<file path="config.mk">
export PLATFORM = sky130hd
export DESIGN_NAME = mux4_arbiter_flat
export DESIGN_NICKNAME = d
export VERILOG_FILES = /design/src/rtl/mux4_arbiter_if.sv /design/src/rtl/mux4_arbiter.sv /design/src/flat_wrapper.sv
export SDC_FILE = /design/constraint.sdc
export NUM_CORES = 1
export LEC_CHECK = 0
export BUFFER_PORTS_ARGS = -buffer_cell sky130_fd_sc_hd__clkbuf_2
export CAP_MARGIN = 20
export CORE_MARGIN = 2
export CORE_UTILIZATION = 35
export DETAILED_ROUTE_END_ITERATION = 16
export PLACE_DENSITY_LB_ADDON = 0.12
export SLEW_MARGIN = 40
export SYNTH_ARGS = -nofsm -noshare
export SYNTH_HDL_FRONTEND = slang
export SYNTH_SLANG_ARGS = --single-unit
</file>
<file path="constraint.sdc">
create_clock -name clk -period 4.15 [get_ports clk]
set_input_delay 0.415 -clock clk [delete_from_list [all_inputs] [get_ports clk]]
set_output_delay 0.415 -clock clk [all_outputs]
set_load 0.005 [all_outputs]
</file>
<file path="src/rtl/mux4_arbiter_if.sv">
// Request/grant bundle between the four requesters and the shared-mux arbiter.
interface mux4_arbiter_if;
    logic [3:0] req;
    logic [3:0] gnt;
    logic [1:0] sel;
    logic       busy;
    logic [3:0] hold_cnt;

    // Arbiter side: consumes requests, produces grant and mux select.
    modport master (
        input  req,
        output gnt, sel, busy, hold_cnt
    );

    // Requester side: raises requests, observes grant and select.
    modport slave (
        output req,
        input  gnt, sel, busy, hold_cnt
    );
endinterface

</file>
<file path="src/rtl/mux4_arbiter.sv">
// Round-robin arbiter for a shared 4:1 mux. Grants one requester at a time
// for at most MAX_HOLD cycles and drives the registered mux select.
module mux4_arbiter #(
    parameter int MAX_HOLD = 4
) (
    input  logic           clk,
    input  logic           reset,
    mux4_arbiter_if.master bus
);
    typedef enum logic {IDLE, GRANT} state_t;

    state_t     state;
    logic [1:0] owner;
    logic [1:0] ptr;
    logic [1:0] pick_ptr;
    logic [1:0] pick_next;
    logic [1:0] owner_inc;
    logic       keep;

    // First requesting index at or after start, wrapping mod 4.
    function automatic logic [1:0] pick(input logic [3:0] r, input logic [1:0] start);
        logic [1:0] idx;
        pick = start;
        // Scan from the far end back so the nearest hit overwrites the rest.
        for (int k = 3; k >= 0; k--) begin
            idx = start + 2'(k);
            if (r[idx]) pick = idx;
        end
    endfunction

    function automatic logic [3:0] onehot(input logic [1:0] i);
        onehot = 4'b0001 << i;
    endfunction

    assign owner_inc = owner + 2'd1;
    assign pick_ptr  = pick(bus.req, ptr);
    // Successor search starts after the owner, so the owner is considered last.
    assign pick_next = pick(bus.req, owner_inc);
    assign keep      = bus.req[owner] && (bus.hold_cnt < 4'(MAX_HOLD));

    // Arbitration FSM with all outputs registered.
    always_ff @(posedge clk or posedge reset) begin
        if (reset) begin
            state        <= IDLE;
            owner        <= 2'd0;
            ptr          <= 2'd0;
            bus.gnt      <= 4'b0000;
            bus.sel      <= 2'd0;
            bus.busy     <= 1'b0;
            bus.hold_cnt <= 4'd0;
        end else begin
            case (state)
                IDLE: begin
                    if (|bus.req) begin
                        state        <= GRANT;
                        owner        <= pick_ptr;
                        bus.gnt      <= onehot(pick_ptr);
                        bus.sel      <= pick_ptr;
                        bus.busy     <= 1'b1;
                        bus.hold_cnt <= 4'd1;
                    end
                end
                GRANT: begin
                    if (keep) begin
                        bus.hold_cnt <= bus.hold_cnt + 4'd1;
                    end else begin
                        ptr <= owner_inc;
                        if (|bus.req) begin
                            // Hand over on the same edge; no idle bubble.
                            owner        <= pick_next;
                            bus.gnt      <= onehot(pick_next);
                            bus.sel      <= pick_next;
                            bus.hold_cnt <= 4'd1;
                        end else begin
                            // sel keeps the last owner while idle.
                            state        <= IDLE;
                            bus.gnt      <= 4'b0000;
                            bus.busy     <= 1'b0;
                            bus.hold_cnt <= 4'd0;
                        end
                    end
                end
                default: state <= IDLE;
            endcase
        end
    end
endmodule

</file>
<file path="src/flat_wrapper.sv">
// flat-port wrapper written by rule: the top's interface ports become plain ports
module mux4_arbiter_flat 
#(
    parameter int MAX_HOLD = 4
)
  (clk, reset, bus_req, bus_gnt, bus_sel, bus_busy, bus_hold_cnt);
  mux4_arbiter_if bus_i ();
  input  logic clk;
  input  logic reset;
  input wire logic [$bits(bus_i.req)-1:0] bus_req;
  output wire logic [$bits(bus_i.gnt)-1:0] bus_gnt;
  output wire logic [$bits(bus_i.sel)-1:0] bus_sel;
  output wire logic [$bits(bus_i.busy)-1:0] bus_busy;
  output wire logic [$bits(bus_i.hold_cnt)-1:0] bus_hold_cnt;
  assign bus_i.req = bus_req;
  assign bus_gnt = bus_i.gnt;
  assign bus_sel = bus_i.sel;
  assign bus_busy = bus_i.busy;
  assign bus_hold_cnt = bus_i.hold_cnt;
  mux4_arbiter #(.MAX_HOLD(MAX_HOLD)) u_core (.clk(clk), .reset(reset), .bus(bus_i));
endmodule
</file>
Word level (Yosys, flattened, before mapping)
Index checks and enable logic that the tools add are counted.

Output and inout port bits: 11. Bits in registers: 14. Word-level logic and storage cells: 83.

Shifts and indexed selects: 2. Bitwise logic cells: 2. Magnitude comparators: 10. Reductions and logical operators: 6. Add/sub/neg operators: 8. Muxes and demuxes: 45. Equal/unequal tests: 4.

Operator list (number): $lt A2 B3 Y1 const B (9); $mux W2 (11); $mux W4 (5); $bmux W1 S2 (9); $pmux W4 S2 (2); $mux W1 (15); $add A2 B2 Y2 const B (4); $shl A1 B2 Y4 const A (2); $add A2 B1 Y2 const B (3); $ne A2 B2 Y1 const B (3); $reduce_and A3 Y1 (2); $add A4 B1 Y4 const B (1); $lt A4 B3 Y1 const B (1); $pmux W1 S2 (2); $pmux W2 S2 (1); $reduce_and A2 Y1 (2); $reduce_or A4 Y1 (1); $ne A2 B1 Y1 const B (1); $not A1 Y1 (2); $logic_and A1 B1 Y1 (1).

Logic depth before layout (Yosys ltp)
Gate-level depths: netlist of run 1.

Depth after elaboration: 12. Gate-level depth with buffers: 7. Gate-level depth less buffers: 6.

Worst setup path after synthesis of run 1
No wires, ideal clock.

Kind: in2reg. From: in bus_req[2]. To: reg u_core.bus.gnt[0]. Cell stages on the path: 7. Arrival: 1.676 ns. Setup time: 0.121 ns. Path slack: 2.352 ns. Cells stage by stage: buf_2 mux4_2 and3_4 buf_6 nor2_8 o21ai_1 o22a_1.

Longest elaborated chain between the ends: 10. Elaborated cells on any way between the ends: 37. Classes of those cells: eq/ne: 2; shift: 2; mux: 30; reduce/logical: 3.

RTL lines: from (decl) (RTL line flat_wrapper.sv:10) `input wire logic [$bits(bus_i.req)-1:0] bus_req;`; $bmux W1 S2 (RTL line mux4_arbiter.sv:27) `if (r[idx]) pick = idx;`; $mux W1 (not written as such) (RTL line mux4_arbiter.sv:27); $mux W2 (4 in series) (RTL line mux4_arbiter.sv:27); $shl A1 B2 Y4 (RTL line mux4_arbiter.sv:32) `onehot = 4'b0001 << i;`; $mux W4 (RTL line mux4_arbiter.sv:68) `if (|bus.req) begin`; $mux W4 (RTL line mux4_arbiter.sv:64) `if (keep) begin`; $pmux W4 S2 (RTL line mux4_arbiter.sv:52) `case (state)`; to (signal assigned) (RTL line mux4_arbiter.sv:57) `bus.gnt <= onehot(pick_ptr);`; to (signal assigned) (RTL line mux4_arbiter.sv:71) `bus.gnt <= onehot(pick_next);`; to (decl) (RTL line mux4_arbiter_if.sv:12) `output gnt, sel, busy, hold_cnt`.

Several ways; a longest one is shown, not always the timed one. The select of a mux whose other input is x is not followed. A chain may end at the register's enable or synchronous reset.

==> impl_metrics.json, run 1 <==
{
  "synth.avg_cell_area_um2": 9.92,
  "fin_tns_setup_ns": 0,
  "synthTopCellsByArea": "dfrtp_1, a21oi_1, nor2_1, buf_4, buf_6",
  "clockBufferDepth": 2,
  "syn_area_um2": 952,
  "hpwl_um": 1420,
  "synth.yosys.seq_area_share_pct": 36.8,
  "yosys.area.top_type": "dfrtp_1",
  "grt_max_degree": 15,
  "gr-usage-all-layers_pct": 13.1,
  "period_share_pct": 44.8,
  "gp_congestion": 0.785,
  "min_path_type": "in2async",
  "h-tree-depth": 1,
  "clock_skew_ns": 0.0105,
  "finalWorstSetupSlack_ns": 2.29,
  "grt_setup_unrepaired": "no",
  "reg2reg_from": "u_core.bus.sel[1]$_DFFE_PP0P_",
  "cp-start-kind": "register",
  "drive_above_1_share_pct": 30.6,
  "total_power_uw": 702,
  "cp_data_arrival_time_ns": 2.04,
  "period_needed_ns": 1.86,
  "required_ns": 4.33,
  "drtAntennaViolNets": 0,
  "drc_errors": 0,
  "outcome": "completed",
  "pin_count": 17,
  "finalHoldViolCount": 0,
  "via_count": 738,
  "antenna_found_initial": 0,
  "start_util_pct": 37.7,
  "cts_resized": 0,
  "holdWs_ns": 0.140,
  "synth-async-reset-ratio_pct": 100,
  "worstSkewPairLatency_ns": 0.29,
  "firstDrtPassIters": 4,
  "clkTransAtPathRegs_ns": 0.09,
  "path_class": "reg2reg",
  "dieArea_mm2": 0.00315,
  "yosys_warnings": 0,
  "grt_overflow": 0,
  "vias_per_cell": 5.35,
  "syn_nets": 103,
  "die_w_um": 56.2,
  "final_core_util_pct": 41.5,
  "p_leak_nw": 0.460,
  "cts_hold_buf": 0,
  "power.density_mw_per_mm2": 670,
  "synth_edf_count": 0,
  "wl_per_cell_um": 13.6,
  "ys.flop_type": "dfrtp_1",
  "synth_cells": 96,
  "fillers": 267,
  "rr_endpoint": "u_core.ptr[1]$_DFFE_PP0P_",
  "synth_top_area_share_pct": 36.8,
  "ff2ff_path_depth": 3,
  "synth.cells.most_frequent": "dfrtp_1, a21oi_1, nor2_1",
  "vdd_drop_max_mv": 0.309,
  "drv_cap": 0,
  "antenna_cells": 0,
  "dp_slack_ns": 2.20,
  "r2r_setup_slack_ns": 2.29,
  "grt_pass1_wl_um": 3260,
  "cts.sinks": 14,
  "timing.fmax_mhz": 538,
  "tritoncts": "built",
  "final_max_slew_viol_count": 0,
  "cp-end-kind": "register",
  "post_cts_buffers": 0,
  "die_y_um": 56.2,
  "worst_slew_pin_slew_ns": 0.583,
  "drtIter0Drc": 12,
  "setup_viol": 0,
  "synthToLayoutAreaGrowth_pct": 9.99,
  "synth_seq_cells": 14,
  "num_rows": 18,
  "synth_cell_types": 46,
  "crit_fanout": 8,
  "wl_um": 1880,
  "coreArea_mm2": 0.00252,
  "cts_buffers": 3,
  "cts-root-buf": "clkbuf_4",
  "relSlewSlack_pct": 61.2,
  "first_global_vias": 672,
  "synthMostInstantiatedCell": "dfrtp_1",
  "port_buffers": 16,
  "layout.nets": 116
}
logic make-up (layout without fill, tap and decap cells):
kind of cell,Yosys count,count (layout),synth area share (%)
and+or+nand+nor,35,35,26.9
xor gates and xnor gates,1,1,0.920
DFF,14,14,36.8
adders and majority gates,1,1,1.31
muxes,3,3,4.60
buffers and inverters,13,25,8.15
AOI/OAI and AO/OA,29,29,21.3
how the worst max path moves through the flow:
stage | slack, ns | depth (start not counted) | endpoint | startpoint
2_1_floorplan | 2.35 | 7 | u_core.bus.gnt[0]$_DFFE_PP0P_ | bus_req[2]
3_3_place_gp | 2.22 | 4 | u_core.ptr[1]$_DFFE_PP0P_ | bus_req[3]
3_5_place_dp | 2.20 | 4 | u_core.ptr[1]$_DFFE_PP0P_ | bus_req[3]
4_1_cts | 2.25 | 3 | u_core.ptr[1]$_DFFE_PP0P_ | u_core.bus.sel[1]$_DFFE_PP0P_
5_1_grt | 2.15 | 5 | u_core.bus.gnt[0]$_DFFE_PP0P_ | u_core.bus.sel[0]$_DFFE_PP0P_
6_report | 2.29 | 3 | u_core.ptr[1]$_DFFE_PP0P_ | u_core.bus.sel[1]$_DFFE_PP0P_
per-layer routing:
metal | wire (um) | global-route usage [%]
met1 | 960 | 19.0
met2 | 826 | 18.3
met3 | 59 | 1.86
met4 | 37 | 7.14
met5 | 0 | 0
registers in the layout (all words and copies together), names as in the netlist:
name	count
u_core.bus.busy	1
u_core.bus.gnt	4
u_core.bus.hold_cnt	4
u_core.bus.sel	2
u_core.ptr	2
u_core.state	1
critical path: stages, from the launching register on:
cell     delay (ns)
dfrtp_1        0.51
mux4_2         0.56
a21oi_1        0.33
mux2_1         0.36
where the power goes:
group,internal [mW],switching (mW)
sequential,0.194,0.0619
combinational,0.174,0.172
clock,0.0534,0.0461
total,0.422,0.280
placed cells by master (no fill, tap or decap), types with 2 or more instances in the layout:
cell type,count
a21oi_1,7
a22o_2,2
a31oi_1,3
clkbuf_2,16
clkbuf_4,3
dfrtp_1,14
inv_1,4
nand2_1,3
nand2b_1,3
nand4_1,2
nor2_1,7
nor2_4,2
nor2b_1,3
nor3_1,2
nor3b_1,3
o21ai_0,2
o21ai_1,2
o21bai_1,2
o32a_1,2
cell type report:
type	instances	area, um2	share of cell area [%]
Multi-Input combinational cell	69	524	50.1
Inverter	5	18.8	1.79
Tap cell	30	37.5	3.58
Clock buffer	4	36.3	3.46
Sequential cell	14	350	33.5
Timing Repair Buffer	16	80.1	7.65
metrics by stage:
| stage | cell area, um2 | instances |
|---|---|---|
| after floorplan | 952 | 96 |
| after global placement | 1010 | 134 |
| after detailed placement | 1010 | 134 |
| after CTS | 1050 | 138 |
| after global routing | 1050 | 138 |
| final | 1050 | 138 |
Note: power is estimated with default switching activity, not from simulation.
==> run 2: changes to the inputs <==
==> constraint.sdc (replaced) <==
create_clock -name clk -period 1.9 [get_ports clk]
set_input_delay 0.19 -clock clk [delete_from_list [all_inputs] [get_ports clk]]
set_output_delay 0.19 -clock clk [all_outputs]
set_load 0.005 [all_outputs]
==> impl_metrics.json, run 2 (same netlist as run 1, synthesis figures left out) <==
{
  "die_y_um": 56.2,
  "port_buffers": 16,
  "cp_data_arrival_time_ns": 1.99,
  "timing.fmax_mhz": 563,
  "pin_count": 17,
  "hpwl_um": 1440,
  "required_ns": 2.11,
  "dp_cells": 136,
  "min_from": "bus_req[2]",
  "crit_fanout": 9,
  "switchingPower_uw": 638,
  "setup_viol": 0,
  "firstDrtPassIters": 4,
  "critPathMaxStageDelay_ns": 0.49,
  "grt_pass1_wl_um": 3420,
  "grt_max_degree": 15,
  "clock_skew_ns": 0.00593,
  "power.share.combinational_pct": 50.0,
  "antenna_cells": 0,
  "fin_cells": 141,
  "clkTransAtPathRegs_ns": 0.09,
  "final_max_slew_viol_count": 0,
  "layout_common_cells": "clkbuf_2, dfrtp_1, nor2_1, a21oi_1, inv_1",
  "netSwitchingFraction_pct": 40.2,
  "worstSkewPairLatency_ns": 0.29,
  "cp-end-kind": "register",
  "critPathSlowestCell": "dfrtp_2",
  "via_count": 754,
  "wl_um": 1970,
  "coreArea_mm2": 0.00252,
  "drtIter0Drc": 13,
  "num_rows": 18,
  "cts_buffers": 3,
  "worst_slew_pin_slew_ns": 0.549,
  "relSlewSlack_pct": 63.4,
  "total_power_mw": 1.59,
  "drive_above_1_share_pct": 34.2,
  "vdd_drop_max_mv": 0.672,
  "cp-start-kind": "register",
  "cts-root-buf": "clkbuf_4",
  "start_util_pct": 37.7,
  "internal_power_uw": 950,
  "top_regs": "u_core.bus.gnt: 4 flops, u_core.bus.hold_cnt: 4 flops",
  "layout.nets": 119,
  "drtAntennaViolNets": 0,
  "power.density_mw_per_mm2": 1470,
  "period_needed_ns": 1.78,
  "p_leak_nw": 0.475,
  "crit_start": "u_core.bus.sel[0]$_DFFE_PP0P_",
  "h-tree-depth": 1,
  "seq_power_share_pct": 36.0,
  "grt_setup_unrepaired": "yes",
  "drv_cap": 0,
  "path_class": "reg2reg",
  "path_cells": "and2b_1 -> o2bb2ai_1 -> a221o_1 -> or3b_2 -> a31oi_1",
  "drc_errors": 0,
  "reg2reg_from": "u_core.bus.sel[0]$_DFFE_PP0P_",
  "post_cts_buffers": 0,
  "clockBufferDepth": 2,
  "dp_slack_ns": 0.0396,
  "die_w_um": 56.2,
  "layout_commonest_cell": "clkbuf_2",
  "first_global_vias": 678,
  "finalWorstSetupSlack_ns": 0.122,
  "wl_per_cell_um": 13.9,
  "finalHoldViolCount": 0,
  "outcome": "completed",
  "min_path_type": "in2reg",
  "grt_overflow": 0,
  "cts.sinks": 14,
  "vias_per_cell": 5.35,
  "gp_congestion": 0.845,
  "tritoncts": "built",
  "clkPwrFrac_pct": 14.0,
  "antenna_found_initial": 0,
  "dieArea_mm2": 0.00315,
  "period_share_pct": 93.6,
  "gr-usage-all-layers_pct": 14.3,
  "synthToLayoutAreaGrowth_pct": 13.5
}
==> run 2: cell count changes in the layout (fill, tap and decap cells not counted) <==
cell,delta
dfrtp_1,-2
a221oi_2,+1
dfrtp_2,+2
a221oi_1,-1
dlygate4sd3_1,+1
buf_4,+2
==> run 2: power by group through the flow <==
| stage | Clock [mW] | Combinational (mW) | Sequential, mW |
|---|---|---|---|
| 6_report | 0.223 | 0.794 | 0.571 |
| 5_1_grt | 0.248 | 0.912 | 0.598 |
| 3_5_place_dp | 0 | 0.788 | 0.574 |
| 4_1_cts | 0.231 | 0.805 | 0.570 |
| 3_3_place_gp | 0 | 0.782 | 0.566 |
| 2_1_floorplan | 0 | 0.657 | 0.519 |
==> run 2: area by class of cell <==
cell class / instances / area (um2)
Fill cell: 260 / 1440
Timing Repair Buffer: 19 / 105
Multi-Input combinational cell: 69 / 531
Sequential cell: 14 / 353
Inverter: 5 / 18.8
Clock buffer: 4 / 36.3
Tap cell: 30 / 37.5
==> run 2: per-stage QoR <==
step / instance area, um2 / hold WS [ns] / setup TNS, ns / utilization (%)
floorplan: 952 / 0.0792 / 0 / -
global route: 1080 / 0.351 / -0.00463 / 42.9
finish: 1080 / 0.331 / 0 / 42.9
global placement: 1030 / 0.242 / 0 / 40.7
CTS: 1080 / 0.315 / 0 / 42.8
detailed placement: 1030 / 0.253 / 0 / 40.7
==> run 2: worst max-delay path, delay by kind of cell, from the launching register on <==
kind | cells | cell delay, ns
and+or+nand+nor | 2 | 0.64
AOI/OAI and AO/OA | 3 | 0.56
DFF | 1 | 0.49
==> run 2: metal layers <==
metal  GRT usage (%)  share of wire, %  vias up
met5               0                 0        -
met4            8.16               2.7        0
met3            2.09               2.5        5
met2            19.8                44       16
met1            20.7                51      351
li1                -                 -      382
==> run 2: final timing paths <==
kind                                                 end  slack, ns  depth (start not counted)
setup / recovery           u_core.bus.gnt[3]$_DFFE_PP0P_       0.12                          5
hold / removal                    u_core.state$_DFF_PP0_       0.33                          3
setup reg to reg           u_core.bus.gnt[3]$_DFFE_PP0P_       0.12                          5
hold reg to reg            u_core.bus.gnt[0]$_DFFE_PP0P_       0.52                          1
max in group asynchronous  u_core.bus.sel[0]$_DFFE_PP0P_       1.05                          3
min in group asynchronous    u_core.bus.busy$_DFFE_PP0P_       0.46                          3
==> run 2: repair_timing <==
item | in CTS | in global routing
hold buffers | 1 | 0
endpoints found under the setup margin | 1 | 2
pin swaps | 0 | 1
hold endpoints to repair | 14 | 0
resized for setup | 1 | 2
==> run 3: changes to the inputs <==
--- a/config.mk
+++ b/config.mk
@@ -10,7 +10,8 @@
 export CORE_MARGIN = 2
 export CORE_UTILIZATION = 35
 export DETAILED_ROUTE_END_ITERATION = 16
-export PLACE_DENSITY_LB_ADDON = 0.12
+export PLACE_DENSITY = 0.56
+export SKIP_LAST_GASP = 1
 export SLEW_MARGIN = 40
 export SYNTH_ARGS = -nofsm -noshare
 export SYNTH_HDL_FRONTEND = slang
==> impl_metrics.json, run 3 (same netlist as run 1, synthesis figures left out) <==
{
  "cp-end-kind": "register",
  "cp_data_arrival_time_ns": 1.99,
  "critPathSlowestCell": "mux4_2",
  "dp_cells": 136,
  "hpwl_um": 1440,
  "timing.fmax_mhz": 556,
  "wl_per_cell_um": 13.8,
  "finalWorstSetupSlack_ns": 0.0999,
  "drtIter0Drc": 26,
  "layout_commonest_cell": "clkbuf_2",
  "wl_um": 1970,
  "via_count": 751,
  "grt_max_degree": 15,
  "cpLargestDelayFamily": "multiplexers",
  "critPathMaxStageDelay_ns": 0.56,
  "vdd_drop_max_mv": 0.622,
  "grt_pass1_wl_um": 3230,
  "required_ns": 2.09,
  "min_path_type": "in2reg",
  "cts.sinks": 14,
  "fillers": 263,
  "crit_fanout": 8,
  "antenna_cells": 0,
  "pin_count": 17,
  "path_class": "reg2reg",
  "drc_errors": 0,
  "dieArea_mm2": 0.00315,
  "start_util_pct": 37.7,
  "clock_skew_ns": 0.00429,
  "multi_input_area_um2": 531,
  "power.density_mw_per_mm2": 1470,
  "finalHoldViolCount": 0,
  "synthToLayoutAreaGrowth_pct": 15.0,
  "grt_overflow": 0,
  "h-tree-depth": 1,
  "worstSkewPairLatency_ns": 0.29,
  "period_needed_ns": 1.80,
  "gp_congestion": 0.781,
  "path_buf_inv": 0,
  "vias_per_cell": 5.25,
  "cp-start-kind": "register",
  "first_global_vias": 671,
  "gr-usage-all-layers_pct": 13.5,
  "die_w_um": 56.2,
  "num_rows": 18,
  "period_share_pct": 94.7,
  "fin_tns_setup_ns": 0,
  "dp_slack_ns": 0.105,
  "grt_setup_unrepaired": "no",
  "clkTransAtPathRegs_ns": 0.09,
  "drv_cap": 0,
  "antenna_found_initial": 0,
  "relSlewSlack_pct": 64.1,
  "drtAntennaViolNets": 0,
  "fin_cells": 143,
  "cts-root-buf": "clkbuf_4",
  "port_buffers": 16,
  "worst_slew_pin_slew_ns": 0.538,
  "regArea_um2": 352,
  "firstDrtPassIters": 4,
  "path_cells": "mux4_2 -> and3_4 -> nor2_8 -> o21ai_1 -> o22a_1",
  "final_core_util_pct": 43.4,
  "cts_buffers": 3,
  "layout.nets": 121,
  "setup_viol": 0,
  "top_regs": "u_core.bus.gnt: 4 flops, u_core.bus.hold_cnt: 4 flops",
  "tritoncts": "built",
  "final_max_slew_viol_count": 0,
  "clockBufferDepth": 2,
  "coreArea_mm2": 0.00252,
  "p_leak_nw": 0.485,
  "die_y_um": 56.2,
  "outcome": "completed",
  "drive_above_1_share_pct": 34.5,
  "layout_common_cells": "clkbuf_2, dfrtp_1, nor2_1, a21oi_1"
}
==> run 3: cell count changes in the layout (fill, tap and decap cells not counted), sizes merged <==
cell  previous run  this run
buf              2         4
==> run 3: path summary, 6_finish.rpt <==
path / from / end / slack, ns / depth (start not counted)
worst max-delay path: u_core.bus.sel[1]$_DFFE_PP0P_ / u_core.bus.gnt[0]$_DFFE_PP0P_ / 0.1 / 5
worst min-delay path: bus_req[2] / u_core.state$_DFF_PP0_ / 0.32 / 3
worst max register to register: u_core.bus.sel[1]$_DFFE_PP0P_ / u_core.bus.gnt[0]$_DFFE_PP0P_ / 0.1 / 5
worst min register to register: u_core.bus.gnt[0]$_DFFE_PP0P_ / u_core.bus.gnt[0]$_DFFE_PP0P_ / 0.52 / 1
max in group asynchronous: reset / u_core.bus.sel[0]$_DFFE_PP0P_ / 1.05 / 3
min in group asynchronous: reset / u_core.bus.gnt[2]$_DFFE_PP0P_ / 0.46 / 3
==> run 3: layout make-up <==
class,count,share of cell area (%)
clock buffer,4,3.31
sequential,14,32.1
timing repair buffer,21,11.0
inverter,5,1.71
tap,30,3.43
multi-input combinational,69,48.5
==> run 3: power breakdown <==
group	switching [mW]	leakage [nW]	internal (mW)	total, mW
clock network	0.105	0.0210	0.117	0.222
registers	0.140	0.164	0.426	0.567
logic	0.396	0.300	0.426	0.822
==> run 3: tightest hold or removal path, stage by stage <==
cell	delay, ns
clkbuf_2	0.20
nor4_4	0.06
inv_2	0.10
==> run 3: repair_timing <==
action / 4_1_cts / 5_1_grt
hold buffers: 1 / 0
endpoints found under the setup margin: 0 / 5
endpoints found under the hold margin: 14 / 0
buffers inserted: 0 / 2
resized for setup: 0 / 2
==> run 3: through the flow <==
| stage | hold WS (ns) | power, mW | cell area [um2] |
|---|---|---|---|
| 2_1_floorplan | 0.0792 | 1.18 | 952 |
| 3_3_place_gp | 0.237 | 1.34 | 1030 |
| 3_5_place_dp | 0.249 | 1.36 | 1030 |
| 4_1_cts | 0.312 | 1.58 | 1070 |
| 5_1_grt | 0.336 | 1.75 | 1090 |
| 6_report | 0.316 | 1.61 | 1090 |
==> run 3: metal layers <==
| metal | share of wire, % | global-route usage (%) |
|---|---|---|
| met4 | 2.7 | 8.16 |
| met1 | 51 | 18.3 |
| met5 | 0 | 0 |
| met3 | 2.8 | 2.33 |
| met2 | 44 | 19.7 |
